<file path="src/rtl/mesh_pkg.sv">
// Shared types and width helpers for the mesh edge feeder.
package mesh_pkg;

  typedef enum logic [1:0] {
    FILL,
    FULL,
    STREAM
  } feeder_state_e;

  localparam logic EDGE_NORTH = 1'b0;
  localparam logic EDGE_WEST  = 1'b1;

  // Counter width for a range of n values, never narrower than one bit.
  function automatic int unsigned cnt_w(input int unsigned n);
    return (n <= 2) ? 1 : $clog2(n);
  endfunction

endpackage

</file>
<file path="src/rtl/mesh_edge_feeder_if.sv">
// Host, configuration and mesh-edge signals of the edge feeder.
interface mesh_edge_feeder_if #(
  parameter int unsigned DATA_W = 32,
  parameter int unsigned LANES  = 4,
  parameter int unsigned CFG_W  = 64
);
  logic                    in_valid;
  logic                    in_ready;
  logic [DATA_W-1:0]       in_data;
  logic                    flush;
  logic                    start;
  logic                    dir;
  logic                    systolic;
  logic                    cfg_valid;
  logic                    cfg_ready;
  logic [CFG_W-1:0]        cfg_in;
  logic [CFG_W-1:0]        cfg_out;
  logic [LANES-1:0]        north_valid;
  logic [LANES*DATA_W-1:0] north_data;
  logic [LANES-1:0]        west_valid;
  logic [LANES*DATA_W-1:0] west_data;
  logic                    full;
  logic                    done;

  modport master (
    output in_valid, in_data, flush, start, dir, systolic, cfg_valid, cfg_in,
    input  in_ready, cfg_ready, cfg_out, north_valid, north_data, west_valid, west_data,
           full, done
  );

  modport slave (
    input  in_valid, in_data, flush, start, dir, systolic, cfg_valid, cfg_in,
    output in_ready, cfg_ready, cfg_out, north_valid, north_data, west_valid, west_data,
           full, done
  );
endinterface

</file>
<file path="src/rtl/mesh_edge_lane.sv">
// One edge lane: DEPTH-word operand buffer and the skewed read window into it.
module mesh_edge_lane
  import mesh_pkg::*;
#(
  parameter int unsigned DATA_W   = 32,
  parameter int unsigned DEPTH    = 4,
  parameter int unsigned TW       = 3,
  parameter int unsigned LANE_IDX = 0,
  parameter int unsigned WW       = cnt_w(DEPTH)
) (
  input  logic              clk,
  input  logic              reset,
  input  logic              wr_en,
  input  logic [WW-1:0]     wr_addr,
  input  logic [DATA_W-1:0] wr_data,
  input  logic [TW-1:0]     t,
  input  logic              systolic,
  output logic              valid,
  output logic [DATA_W-1:0] data
);

  logic [DATA_W-1:0] mem [DEPTH];
  int                rel;

  always_ff @(posedge clk or posedge reset) begin
    if (reset) begin
      for (int k = 0; k < int'(DEPTH); k++) mem[k] <= '0;
    end else if (wr_en) begin
      mem[wr_addr] <= wr_data;
    end
  end

  // Lane i trails lane 0 by i cycles when streaming systolically.
  always_comb begin
    rel   = int'(t) - (systolic ? int'(LANE_IDX) : 0);
    valid = (rel >= 0) && (rel < int'(DEPTH));
    data  = valid ? mem[WW'(rel)] : '0;
  end

endmodule

</file>
<file path="src/rtl/mesh_edge_feeder.sv">
// Buffers a LANES x DEPTH operand tile and streams it into the north or west mesh edge.
module mesh_edge_feeder
  import mesh_pkg::*;
#(
  parameter int unsigned DATA_W = 32,
  parameter int unsigned LANES  = 4,
  parameter int unsigned DEPTH  = 4,
  parameter int unsigned CFG_W  = 64
) (
  input logic               clk,
  input logic               reset,
  mesh_edge_feeder_if.slave bus
);

  localparam int unsigned LW = cnt_w(LANES);
  localparam int unsigned WW = cnt_w(DEPTH);
  localparam int unsigned TW = cnt_w(DEPTH + LANES);
  localparam logic [TW-1:0] T_ALIGN = TW'(DEPTH);
  localparam logic [TW-1:0] T_SKEW  = TW'(DEPTH + LANES - 1);

  feeder_state_e           state_q, state_d;
  logic [LW-1:0]           lane_q, lane_d;
  logic [WW-1:0]           word_q, word_d;
  logic [TW-1:0]           t_q, t_d;
  logic                    dir_q, dir_d, sys_q, sys_d;
  logic [CFG_W-1:0]        cfg_q, cfg_d;
  logic [LANES-1:0]        nv_q, nv_d, wv_q, wv_d;
  logic [LANES*DATA_W-1:0] nd_q, nd_d, wd_q, wd_d;
  logic                    done_q, done_d;
  logic                    in_ready, full, cfg_ready;
  logic [LANES-1:0]        lane_valid;
  logic [LANES*DATA_W-1:0] lane_data;
  logic                    accept, last_word, stream_end;
  logic [TW-1:0]           t_end;

  assign accept     = bus.in_valid && (state_q == FILL) && !bus.flush;
  assign last_word  = (lane_q == LW'(LANES - 1)) && (word_q == WW'(DEPTH - 1));
  assign t_end      = sys_q ? T_SKEW : T_ALIGN;
  // t runs one past the last beat so the registered done lands after it.
  assign stream_end = (state_q == STREAM) && (t_q == t_end);

  for (genvar i = 0; i < LANES; i++) begin : g_lane
    mesh_edge_lane #(
      .DATA_W  (DATA_W),
      .DEPTH   (DEPTH),
      .TW      (TW),
      .LANE_IDX(i)
    ) u_lane (
      .clk     (clk),
      .reset   (reset),
      .wr_en   (accept && (lane_q == LW'(i))),
      .wr_addr (word_q),
      .wr_data (bus.in_data),
      .t       (t_q),
      .systolic(sys_q),
      .valid   (lane_valid[i]),
      .data    (lane_data[i*DATA_W +: DATA_W])
    );
  end

  always_ff @(posedge clk or posedge reset) begin
    if (reset) begin
      state_q <= FILL;
      lane_q  <= '0;
      word_q  <= '0;
      t_q     <= '0;
      dir_q   <= 1'b0;
      sys_q   <= 1'b0;
      cfg_q   <= '0;
      nv_q    <= '0;
      nd_q    <= '0;
      wv_q    <= '0;
      wd_q    <= '0;
      done_q  <= 1'b0;
    end else begin
      state_q <= state_d;
      lane_q  <= lane_d;
      word_q  <= word_d;
      t_q     <= t_d;
      dir_q   <= dir_d;
      sys_q   <= sys_d;
      cfg_q   <= cfg_d;
      nv_q    <= nv_d;
      nd_q    <= nd_d;
      wv_q    <= wv_d;
      wd_q    <= wd_d;
      done_q  <= done_d;
    end
  end

  always_comb begin
    state_d = state_q;
    lane_d  = lane_q;
    word_d  = word_q;
    t_d     = '0;
    dir_d   = dir_q;
    sys_d   = sys_q;
    if (bus.flush) begin
      state_d = FILL;
      lane_d  = '0;
      word_d  = '0;
    end else begin
      unique case (state_q)
        FILL: begin
          if (accept) begin
            if (last_word) state_d = FULL;
            if (lane_q == LW'(LANES - 1)) begin
              lane_d = '0;
              word_d = (word_q == WW'(DEPTH - 1)) ? '0 : word_q + WW'(1);
            end else begin
              lane_d = lane_q + LW'(1);
            end
          end
        end
        FULL: begin
          if (bus.start) begin
            state_d = STREAM;
            dir_d   = bus.dir;
            sys_d   = bus.systolic;
          end
        end
        STREAM: begin
          if (stream_end) state_d = FILL;
          else            t_d     = t_q + TW'(1);
        end
        default: state_d = FILL;
      endcase
    end
  end

  always_comb begin
    in_ready  = (state_q == FILL);
    full      = (state_q == FULL);
    cfg_ready = (state_q != STREAM);
    cfg_d     = (bus.cfg_valid && cfg_ready) ? bus.cfg_in : cfg_q;
    done_d    = stream_end && !bus.flush;
    nv_d      = '0;
    nd_d      = '0;
    wv_d      = '0;
    wd_d      = '0;
    if ((state_q == STREAM) && !bus.flush) begin
      if (dir_q == EDGE_WEST) begin
        wv_d = lane_valid;
        wd_d = lane_data;
      end else begin
        nv_d = lane_valid;
        nd_d = lane_data;
      end
    end
  end

  assign bus.in_ready    = in_ready;
  assign bus.full        = full;
  assign bus.cfg_ready   = cfg_ready;
  assign bus.cfg_out     = cfg_q;
  assign bus.north_valid = nv_q;
  assign bus.north_data  = nd_q;
  assign bus.west_valid  = wv_q;
  assign bus.west_data   = wd_q;
  assign bus.done        = done_q;

endmodule

</file>
<file path="src/flat_wrapper.sv">
// flat-port wrapper written by rule: the top's interface ports become plain ports
module mesh_edge_feeder_flat import mesh_pkg::*;
#(
  parameter int unsigned DATA_W = 32,
  parameter int unsigned LANES  = 4,
  parameter int unsigned DEPTH  = 4,
  parameter int unsigned CFG_W  = 64
)
  (clk, reset, bus_in_valid, bus_in_data, bus_flush, bus_start, bus_dir, bus_systolic, bus_cfg_valid, bus_cfg_in, bus_in_ready, bus_cfg_ready, bus_cfg_out, bus_north_valid, bus_north_data, bus_west_valid, bus_west_data, bus_full, bus_done);
  mesh_edge_feeder_if #(.DATA_W(DATA_W), .LANES(LANES), .CFG_W(CFG_W)) bus_i ();
  input logic clk;
  input logic reset;
  input wire logic [$bits(bus_i.in_valid)-1:0] bus_in_valid;
  input wire logic [$bits(bus_i.in_data)-1:0] bus_in_data;
  input wire logic [$bits(bus_i.flush)-1:0] bus_flush;
  input wire logic [$bits(bus_i.start)-1:0] bus_start;
  input wire logic [$bits(bus_i.dir)-1:0] bus_dir;
  input wire logic [$bits(bus_i.systolic)-1:0] bus_systolic;
  input wire logic [$bits(bus_i.cfg_valid)-1:0] bus_cfg_valid;
  input wire logic [$bits(bus_i.cfg_in)-1:0] bus_cfg_in;
  output wire logic [$bits(bus_i.in_ready)-1:0] bus_in_ready;
  output wire logic [$bits(bus_i.cfg_ready)-1:0] bus_cfg_ready;
  output wire logic [$bits(bus_i.cfg_out)-1:0] bus_cfg_out;
  output wire logic [$bits(bus_i.north_valid)-1:0] bus_north_valid;
  output wire logic [$bits(bus_i.north_data)-1:0] bus_north_data;
  output wire logic [$bits(bus_i.west_valid)-1:0] bus_west_valid;
  output wire logic [$bits(bus_i.west_data)-1:0] bus_west_data;
  output wire logic [$bits(bus_i.full)-1:0] bus_full;
  output wire logic [$bits(bus_i.done)-1:0] bus_done;
  assign bus_i.in_valid = bus_in_valid;
  assign bus_i.in_data = bus_in_data;
  assign bus_i.flush = bus_flush;
  assign bus_i.start = bus_start;
  assign bus_i.dir = bus_dir;
  assign bus_i.systolic = bus_systolic;
  assign bus_i.cfg_valid = bus_cfg_valid;
  assign bus_i.cfg_in = bus_cfg_in;
  assign bus_in_ready = bus_i.in_ready;
  assign bus_cfg_ready = bus_i.cfg_ready;
  assign bus_cfg_out = bus_i.cfg_out;
  assign bus_north_valid = bus_i.north_valid;
  assign bus_north_data = bus_i.north_data;
  assign bus_west_valid = bus_i.west_valid;
  assign bus_west_data = bus_i.west_data;
  assign bus_full = bus_i.full;
  assign bus_done = bus_i.done;
  mesh_edge_feeder #(.DATA_W(DATA_W), .LANES(LANES), .DEPTH(DEPTH), .CFG_W(CFG_W)) u_core (.clk(clk), .reset(reset), .bus(bus_i));
endmodule
</file>
<file path="config.mk">
export PLATFORM = sky130hd
export DESIGN_NAME = mesh_edge_feeder_flat
export DESIGN_NICKNAME = d
export VERILOG_FILES = /design/src/rtl/mesh_pkg.sv /design/src/rtl/mesh_edge_feeder_if.sv /design/src/rtl/mesh_edge_lane.sv /design/src/rtl/mesh_edge_feeder.sv /design/src/flat_wrapper.sv
export SDC_FILE = /design/constraint.sdc
export NUM_CORES = 1
export LEC_CHECK = 0
export CORE_UTILIZATION = 50
export CTS_CLUSTER_DIAMETER = 100
export DETAILED_ROUTE_END_ITERATION = 12
export PLACE_DENSITY = 0.84
export SYNTH_ARGS = -nofsm -noshare
export SYNTH_HDL_FRONTEND = slang
export SYNTH_SLANG_ARGS = --single-unit
</file>
<file path="constraint.sdc">
create_clock -name clk -period 41.2 [get_ports clk]
set_input_delay 12.36 -clock clk [delete_from_list [all_inputs] [get_ports clk]]
set_output_delay 12.36 -clock clk [all_outputs]
set_load 0.01 [all_outputs]
</file>
==> metrics.md, run 1 <==
| Metric | Value |
|---|---|
| Starting Density | `50.6%` |
| Slew headroom | `23.9%` |
| Max Root-Sink Buffers | `3` |
| Post-layout util | `62.0%` |
| Outcome | `completed` |
| Setup TNS | `0 ns` |
| Routed WL | `84900 µm` |
| Hold Buf Count CTS | `0` |
| R2r startpoint | `u_core.t_q[0]$_DFF_PP0_` |
| Post-synth ARST share | `100%` |
| Max Freq | `62.6 MHz` |
| Clock skew | `0.0330 ns` |
| Worst setup EP type | `asynchronous set/reset pin` |
| Top cells by area, synth | `dfrtp_1, mux2_2, mux4_2` |
| Cell taking the most area after synthesis | `dfrtp_1` |
| Post-route insts no fill | `3584` |
| Hold Path Depth | `1` |
| Reg-to-Reg End | `u_core.bus.west_data[61]$_DFF_PP0_` |
| Post-synthesis average cell area | `15.7 µm²` |
| Routability cong. | `0.768` |
| Final hold vios | `0` |
| Slew @ Worst Pin | `1.14 ns` |
| Synth Flop Type | `dfrtp_1` |
| Core region area | `68700 µm²` |
| Hold Startpoint | `u_core.g_lane[3].u_lane.mem[64]$_DFFE_PP0P_` |
| Critical-path top delay cell | `buf_4` |
| WP data arrival | `16.57 ns` |
| CTS clock-pin slew for the worst setup and hold paths | `0.06 ns` |
| CTS buffer count | `87` |
| # DRC | `0` |
| Cell area after placement | `39600 µm²` |
| Final setup margin | `25.23 ns` |
| Worst Path Max Fanout | `197` |
| Leak pwr | `19.3 nW` |
| CP max stage delay | `0.95 ns` |
| Synth cell types | `36` |
| Worst-path cell chain | `clkdlybuf4s50_1 > inv_8 > buf_12 > buf_4 > buf_4` |
| Num rows | `96` |
| Peak VDD IR | `0.0302 mV` |
| Total die area | `70500 µm²` |
| Vias per std cell | `5.59` |
| Total congestion overflow | `0` |
| Max Slew Vio Count | `0` |
| Port bufs | `435` |
| Post-synth design cell area | `34700 µm²` |
| Latest clock arrival within the worst-skew pair | `0.64 ns` |
| Via Count | `20050` |
| H-tree Lvls | `3` |
| WHS | `0.496 ns` |
| CP most frequent cell | `buf_4` |
| First DRT Iteration DRCs | `1323` |
| Post-synth EDFFs | `0` |
| Synth warnings | `0` |
| # IOs | `436` |
| Top cell type's share of synthesized area | `61.4%` |
| Max_cap viols | `0` |
| Placed cell count | `3427` |
| Antenna violations before repair | `5` |
| Finished Cell Area | `42600 µm²` |
| Chip height | `266 µm` |
| Hold Path End | `u_core.g_lane[3].u_lane.mem[64]$_DFFE_PP0P_` |
| Total power draw | `1.85 mW` |
| PD cells | `43.4 nW/µm²` |
| WL per Instance | `23.7 µm` |
| Post-synthesis sequential area ratio | `61.4%` |
| Nets | `2703` |
| Largest net degree at the start of global routing | `198` |
| Drt pass-1 iters | `6` |
| Post-Place Worst Slack | `24.53 ns` |
| Vias in the first global route | `21740` |
| Most frequent cell after synthesis | `dfrtp_1` |
| Min Tclk post-route | `15.97 ns` |
| CP startpoint kind | `input pin` |
| Final setup fails | `0` |
| #FFs+latches synth | `852` |
| Global-route wire length before repair | `130000 µm` |
| Final HPWL DP | `52900 µm` |
| Post-Synthesis Cells | `2215` |
| Syn_nets | `2333` |
| Synth top cells by count | `dfrtp_1, mux2_2, mux2i_1` |
| Proportion of layout cells with a drive suffix above 1 | `33.6%` |
| P&R area growth vs syn | `22.6%` |
| Fillers | `4887` |
| GRT Util Overall | `24.3%` |
| Postcts setup bufs | `0` |
| Part of the cycle the worst path needs | `38.8%` |
| CTS Root Cell | `clkbuf_16` |
| Width of the die | `266 µm` |
| Required time of the critical path | `41.80 ns` |
| R2R setup slack | `36.85 ns` |
| Post-cts resize count | `0` |
| Worst hold path type | `reg -> reg` |
| Setup CP Type | `in -> async` |
| CTS tree | `built` |
| RSZ-0062 raised after global routing | `false` |
| CTS sink count | `852` |
| DRT antenna net count | `0` |
| Worst R2R Path Depth | `7` |
-- state kept, by name (all words and copies together) (netlist names), 2 cells and up --
name,cells
u_core.bus.west_data,128
u_core.g_lane.u_lane.mem,512
u_core.bus.north_valid,4
u_core.bus.cfg_out,64
u_core.lane_q,2
u_core.word_q,2
u_core.t_q,3
u_core.state_q,2
u_core.bus.west_valid,4
u_core.bus.north_data,128
-- final cells by class --
| cell class | instances | area, µm² | share of cell area, % |
|---|---|---|---|
| clock buffer | 124 | 2570 | 6.04 |
| antenna | 2 | 5.00 | 0.0118 |
| multi-input combinational | 1170 | 12500 | 29.4 |
| clock inverter | 31 | 387 | 0.908 |
| inverter | 15 | 63.8 | 0.150 |
| sequential | 852 | 21300 | 50.1 |
| timing repair buffer | 459 | 4550 | 10.7 |
| tap | 931 | 1160 | 2.74 |
-- cells in the final DEF, fill, tap and decap left out, drive strengths merged --
master,netlist,final
nor2b,34,34
clkbuf,88,124
bufinv,0,8
clkinv,0,16
nor4bb,2,2
nand2,5,5
xnor2,4,4
nand3,18,18
o21ai,2,2
and2,65,65
or4b,1,1
mux2,641,641
nand2b,2,2
dfrtp,852,852
mux4,64,64
a21oi,3,3
and3,32,32
clkinvlp,0,5
nand4bb,1,1
nor3b,3,3
mux2i,132,132
nor4b,2,2
ha,14,14
diode,0,2
o41ai,1,1
clkdlybuf4s50,0,435
a211o,2,2
nor2,12,12
nor3,65,65
a211oi,65,65
inv,15,17
buf,90,24
-- critical path: cells and delay by family --
kind	cells	cell delay, ns
buf+inv	5	3.78
-- routing by layer --
metal | track usage (%) | wire (µm)
met1 | 31.7 | 35500
met2 | 40.5 | 42300
met3 | 4.77 | 4730
met4 | 8.45 | 2350
met5 | 0 | 40
-- worst max-delay path by stage --
stage,start,end,slack [ns],cells after the start
global route,reset,u_core.bus.north_data[86]$_DFF_PP0_,24.63,5
global placement,reset,u_core.bus.north_data[85]$_DFF_PP0_,24.79,5
CTS,reset,u_core.bus.north_data[93]$_DFF_PP0_,25.17,5
floorplan,reset,u_core.bus.cfg_out[0]$_DFFE_PP0P_,4.90,1
detailed placement,reset,u_core.bus.west_data[87]$_DFF_PP0_,24.53,5
finish,reset,u_core.g_lane[2].u_lane.mem[89]$_DFFE_PP0P_,25.23,5
-- where the power goes --
group | switching, mW | total [mW] | internal (mW)
logic | 0.0621 | 0.134 | 0.0713
registers | 0.0237 | 0.907 | 0.883
clock network | 0.322 | 0.806 | 0.484
-- cell families (layout without fill, tap and decap cells) --
family | count (synthesis) | after routing | synth area share, %
compound gates | 73 | 73 | 1.59
xor+xnor | 4 | 4 | 0.101
fa+ha+maj | 14 | 14 | 0.504
buf+inv | 193 | 629 | 2.93
flops | 852 | 852 | 61.4
mux | 837 | 837 | 29.1
other cells | 0 | 2 | 0
simple gates | 242 | 242 | 4.43
Power figures use the tool's default switching activity.
==> inputs of run 2 (changes only) <==
--- a/config.mk
+++ b/config.mk
@@ -8,7 +8,7 @@
 export CORE_UTILIZATION = 50
 export CTS_CLUSTER_DIAMETER = 100
 export DETAILED_ROUTE_END_ITERATION = 12
-export PLACE_DENSITY = 0.84
+export PLACE_DENSITY = 0.87
 export SYNTH_ARGS = -nofsm -noshare
 export SYNTH_HDL_FRONTEND = slang
 export SYNTH_SLANG_ARGS = --single-unit
==> constraint.sdc (replaced) <==
create_clock -name clk -period 14.1 [get_ports clk]
set_input_delay 4.23 -clock clk [delete_from_list [all_inputs] [get_ports clk]]
set_output_delay 4.23 -clock clk [all_outputs]
set_load 0.01 [all_outputs]
==> run 2 against run 1 <==
Effect of this change: register-to-register slack worse by 27 ns; critical path depth is 3 lower; routed wire length is 1.4% lower; die area stayed put; utilization is 0.12 points higher; setup slack worse by 18 ns; highest routed layer unchanged.
==> metrics.md, run 2 (same netlist as run 1, synthesis figures left out) <==
| Metric | Value |
|---|---|
| Outcome | `completed` |
| Nets | `2699 (-0.15%)` |
| CTS buffer count | `86 (-1.1%)` |
| Final HPWL DP | `53300 µm (+0.83%)` |
| Multi-input logic area | `12500 µm² (unchanged)` |
| Buf/Inv on CP | `1 (-4)` |
| Uppermost layer routed | `met5` |
| Clock skew | `0.0276 ns (-0.00545 ns)` |
| WL per Instance | `23.4 µm (-1.3%)` |
| Delay-heaviest family, CP | `buffers and inverters` |
| CTS Root Cell | `clkbuf_16` |
| R2R setup slack | `10.05 ns (-26.80 ns)` |
| Chip height | `266 µm (unchanged)` |
| FF/Latch Area | `21300 µm² (unchanged)` |
| PD cells | `128 nW/µm² (+200%)` |
| Num rows | `96 (unchanged)` |
| R2r startpoint | `u_core.t_q[0]$_DFF_PP0_` |
| Hold Path End | `u_core.g_lane[3].u_lane.mem[66]$_DFFE_PP0P_` |
| CTS sink count | `852 (unchanged)` |
| Final setup fails | `0 (unchanged)` |
| CP startpoint kind | `flop` |
| Slew @ Worst Pin | `1.20 ns (+0.0577 ns)` |
| Max Slew Vio Count | `0 (unchanged)` |
| Largest net degree at the start of global routing | `207 (+4.5%)` |
| Fillers | `4973 (+1.8%)` |
| Required time of the critical path | `9.87 ns (-31.93 ns)` |
| Post-Place Worst Slack | `6.78 ns (-17.75 ns)` |
| Width of the die | `266 µm (unchanged)` |
| Final hold vios | `0 (unchanged)` |
| DRT antenna net count | `0 (unchanged)` |
| Final setup margin | `7.44 ns (-17.79 ns)` |
| Most flop-heavy register | `u_core.g_lane.u_lane.mem` |
| Postcts setup bufs | `0 (unchanged)` |
| Worst Path Max Fanout | `12 (-94%)` |
| CTS clock-pin slew for the worst setup and hold paths | `0.06 ns (about the same)` |
| CTS tree | `built` |
| Critical-path top delay cell | `clkdlybuf4s50_1` |
| Routed WL | `83700 µm (-1.4%)` |
| Hold Buf Count CTS | `0 (unchanged)` |
| GRT Util Overall | `23.8% (-0.49 points)` |
| Most frequent cells in the layout | `dfrtp_1, mux2_2, clkdlybuf4s50_1, mux2i_1, clkbuf_16` |
| Worst-path cell chain | `nor2b_1 > clkdlybuf4s50_1` |
| CP max stage delay | `0.65 ns (-0.30 ns)` |
| Max Freq | `150 MHz` |
| Total die area | `70500 µm² (unchanged)` |
| Proportion of layout cells with a drive suffix above 1 | `33.7% (+0.050 points)` |
| Setup CP Type | `reg -> out` |
| Via Count | `19943 (-0.53%)` |
| # DRC | `0 (unchanged)` |
| Met1 WL | `34500 µm (-3.0%)` |
| Worst setup EP type | `primary output` |
| Reg-to-Reg End | `u_core.bus.north_data[32]$_DFF_PP0_` |
| WP data arrival | `2.43 ns (-14.14 ns)` |
| Min Tclk post-route | `6.66 ns` |
| Setup TNS | `0 ns (unchanged)` |
| Commonest non-fill, non-tap cell in the layout | `dfrtp_1` |
| # IOs | `436 (unchanged)` |
| Leak pwr | `19.3 nW (+0.22%)` |
| H-tree Lvls | `3 (unchanged)` |
| Total power draw | `5.46 mW (+200%)` |
| Max_cap viols | `0 (unchanged)` |
| Part of the cycle the worst path needs | `47.2%` |
| Peak VDD IR | `0.0877 mV (+190%)` |
| Worst hold path type | `reg -> reg` |
| Hold Startpoint | `u_core.g_lane[3].u_lane.mem[66]$_DFFE_PP0P_` |
| Slew headroom | `20.0% (-3.8 points)` |
| Post-cts resize count | `0 (unchanged)` |
| Worst R2R Path Depth | `6 (-1)` |
| Post-layout util | `62.1% (+0.12 points)` |
| Routability cong. | `0.756 (-1.5%)` |
| Met3 WL post-DR | `4450 µm (-5.9%)` |
| Met2 WL | `41600 µm (-1.4%)` |
| Vias per std cell | `5.57 (-0.48%)` |
| Global-route wire length before repair | `127000 µm (-2.1%)` |
| P&R area growth vs syn | `22.8%` |
| Max Root-Sink Buffers | `3 (unchanged)` |
| Starting Density | `50.6% (unchanged)` |
| Vias in the first global route | `21438 (-1.4%)` |
| Latest clock arrival within the worst-skew pair | `0.64 ns (about the same)` |
| RSZ-0062 raised after global routing | `false` |
| Port bufs | `435 (unchanged)` |
| Core region area | `68700 µm² (unchanged)` |
| Total congestion overflow | `0 (unchanged)` |
| First DRT Iteration DRCs | `1242 (-6.1%)` |
| Max reg flops | `512 (unchanged)` |
| Hold Path Depth | `1 (unchanged)` |
| Drt pass-1 iters | `5 (-1)` |
| Antenna violations before repair | `6 (+1)` |
## run 2: metal layers
metal / vias up / GRT usage (%)
met1: 10571 / 30.9
met2: 542 / 39.3
met3: 169 / 4.94
li1: 8651 / -
met4: 10 / 9.06
met5: - / 0
## run 2: worst max path at each step
stage,cells past startpoint,slack [ns],startpoint,to
finish,2,7.44,u_core.state_q[0]$_DFFE_PP0P_,bus_full
global route,4,7.07,reset,u_core.g_lane[2].u_lane.mem[22]$_DFFE_PP0P_
CTS,4,7.45,reset,u_core.bus.west_data[127]$_DFF_PP0_
detailed placement,4,6.78,reset,u_core.bus.west_data[86]$_DFF_PP0_
global placement,4,6.97,reset,u_core.bus.north_data[84]$_DFF_PP0_
floorplan,1,-1.84,reset,u_core.bus.cfg_out[0]$_DFFE_PP0P_
## run 2: cell type report
| cell class | instances | share of cell area (%) |
|---|---|---|
| Antenna cell | 1 | 0.00587 |
| Clock buffer | 121 | 5.95 |
| Inverter | 15 | 0.141 |
| Tap cell | 931 | 2.73 |
| Sequential cell | 852 | 50.0 |
| Multi-Input combinational cell | 1170 | 29.3 |
| Clock inverter | 36 | 1.16 |
| Timing Repair Buffer | 456 | 10.7 |
## run 2: through the flow
step / std cells / hold WS, ns / area, µm²
6_report: 3582 / 0.497 / 42700
5_1_grt: 3581 / 0.510 / 42700
4_1_cts: 3581 / 0.499 / 42700
3_5_place_dp: 3424 / 0.486 / 39600
3_3_place_gp: 3424 / 0.474 / 39600
2_1_floorplan: 2215 / 0.464 / 34700
## run 2: worst reg2reg max path, delay by kind of cell, from the launching register on
family,cells,cell delay [ns]
flip-flops,1,0.79
multiplexers,2,0.65
adder cells (fa/ha/maj),1,1.03
buffers and inverters,2,1.23
AND/OR/NAND/NOR,1,0.23
## run 2: power by group
part	internal, mW	switching (mW)	leakage [nW]
Clock	1.46	0.951	1.50
Sequential	2.58	0.0714	11.6
Combinational	0.209	0.186	6.27
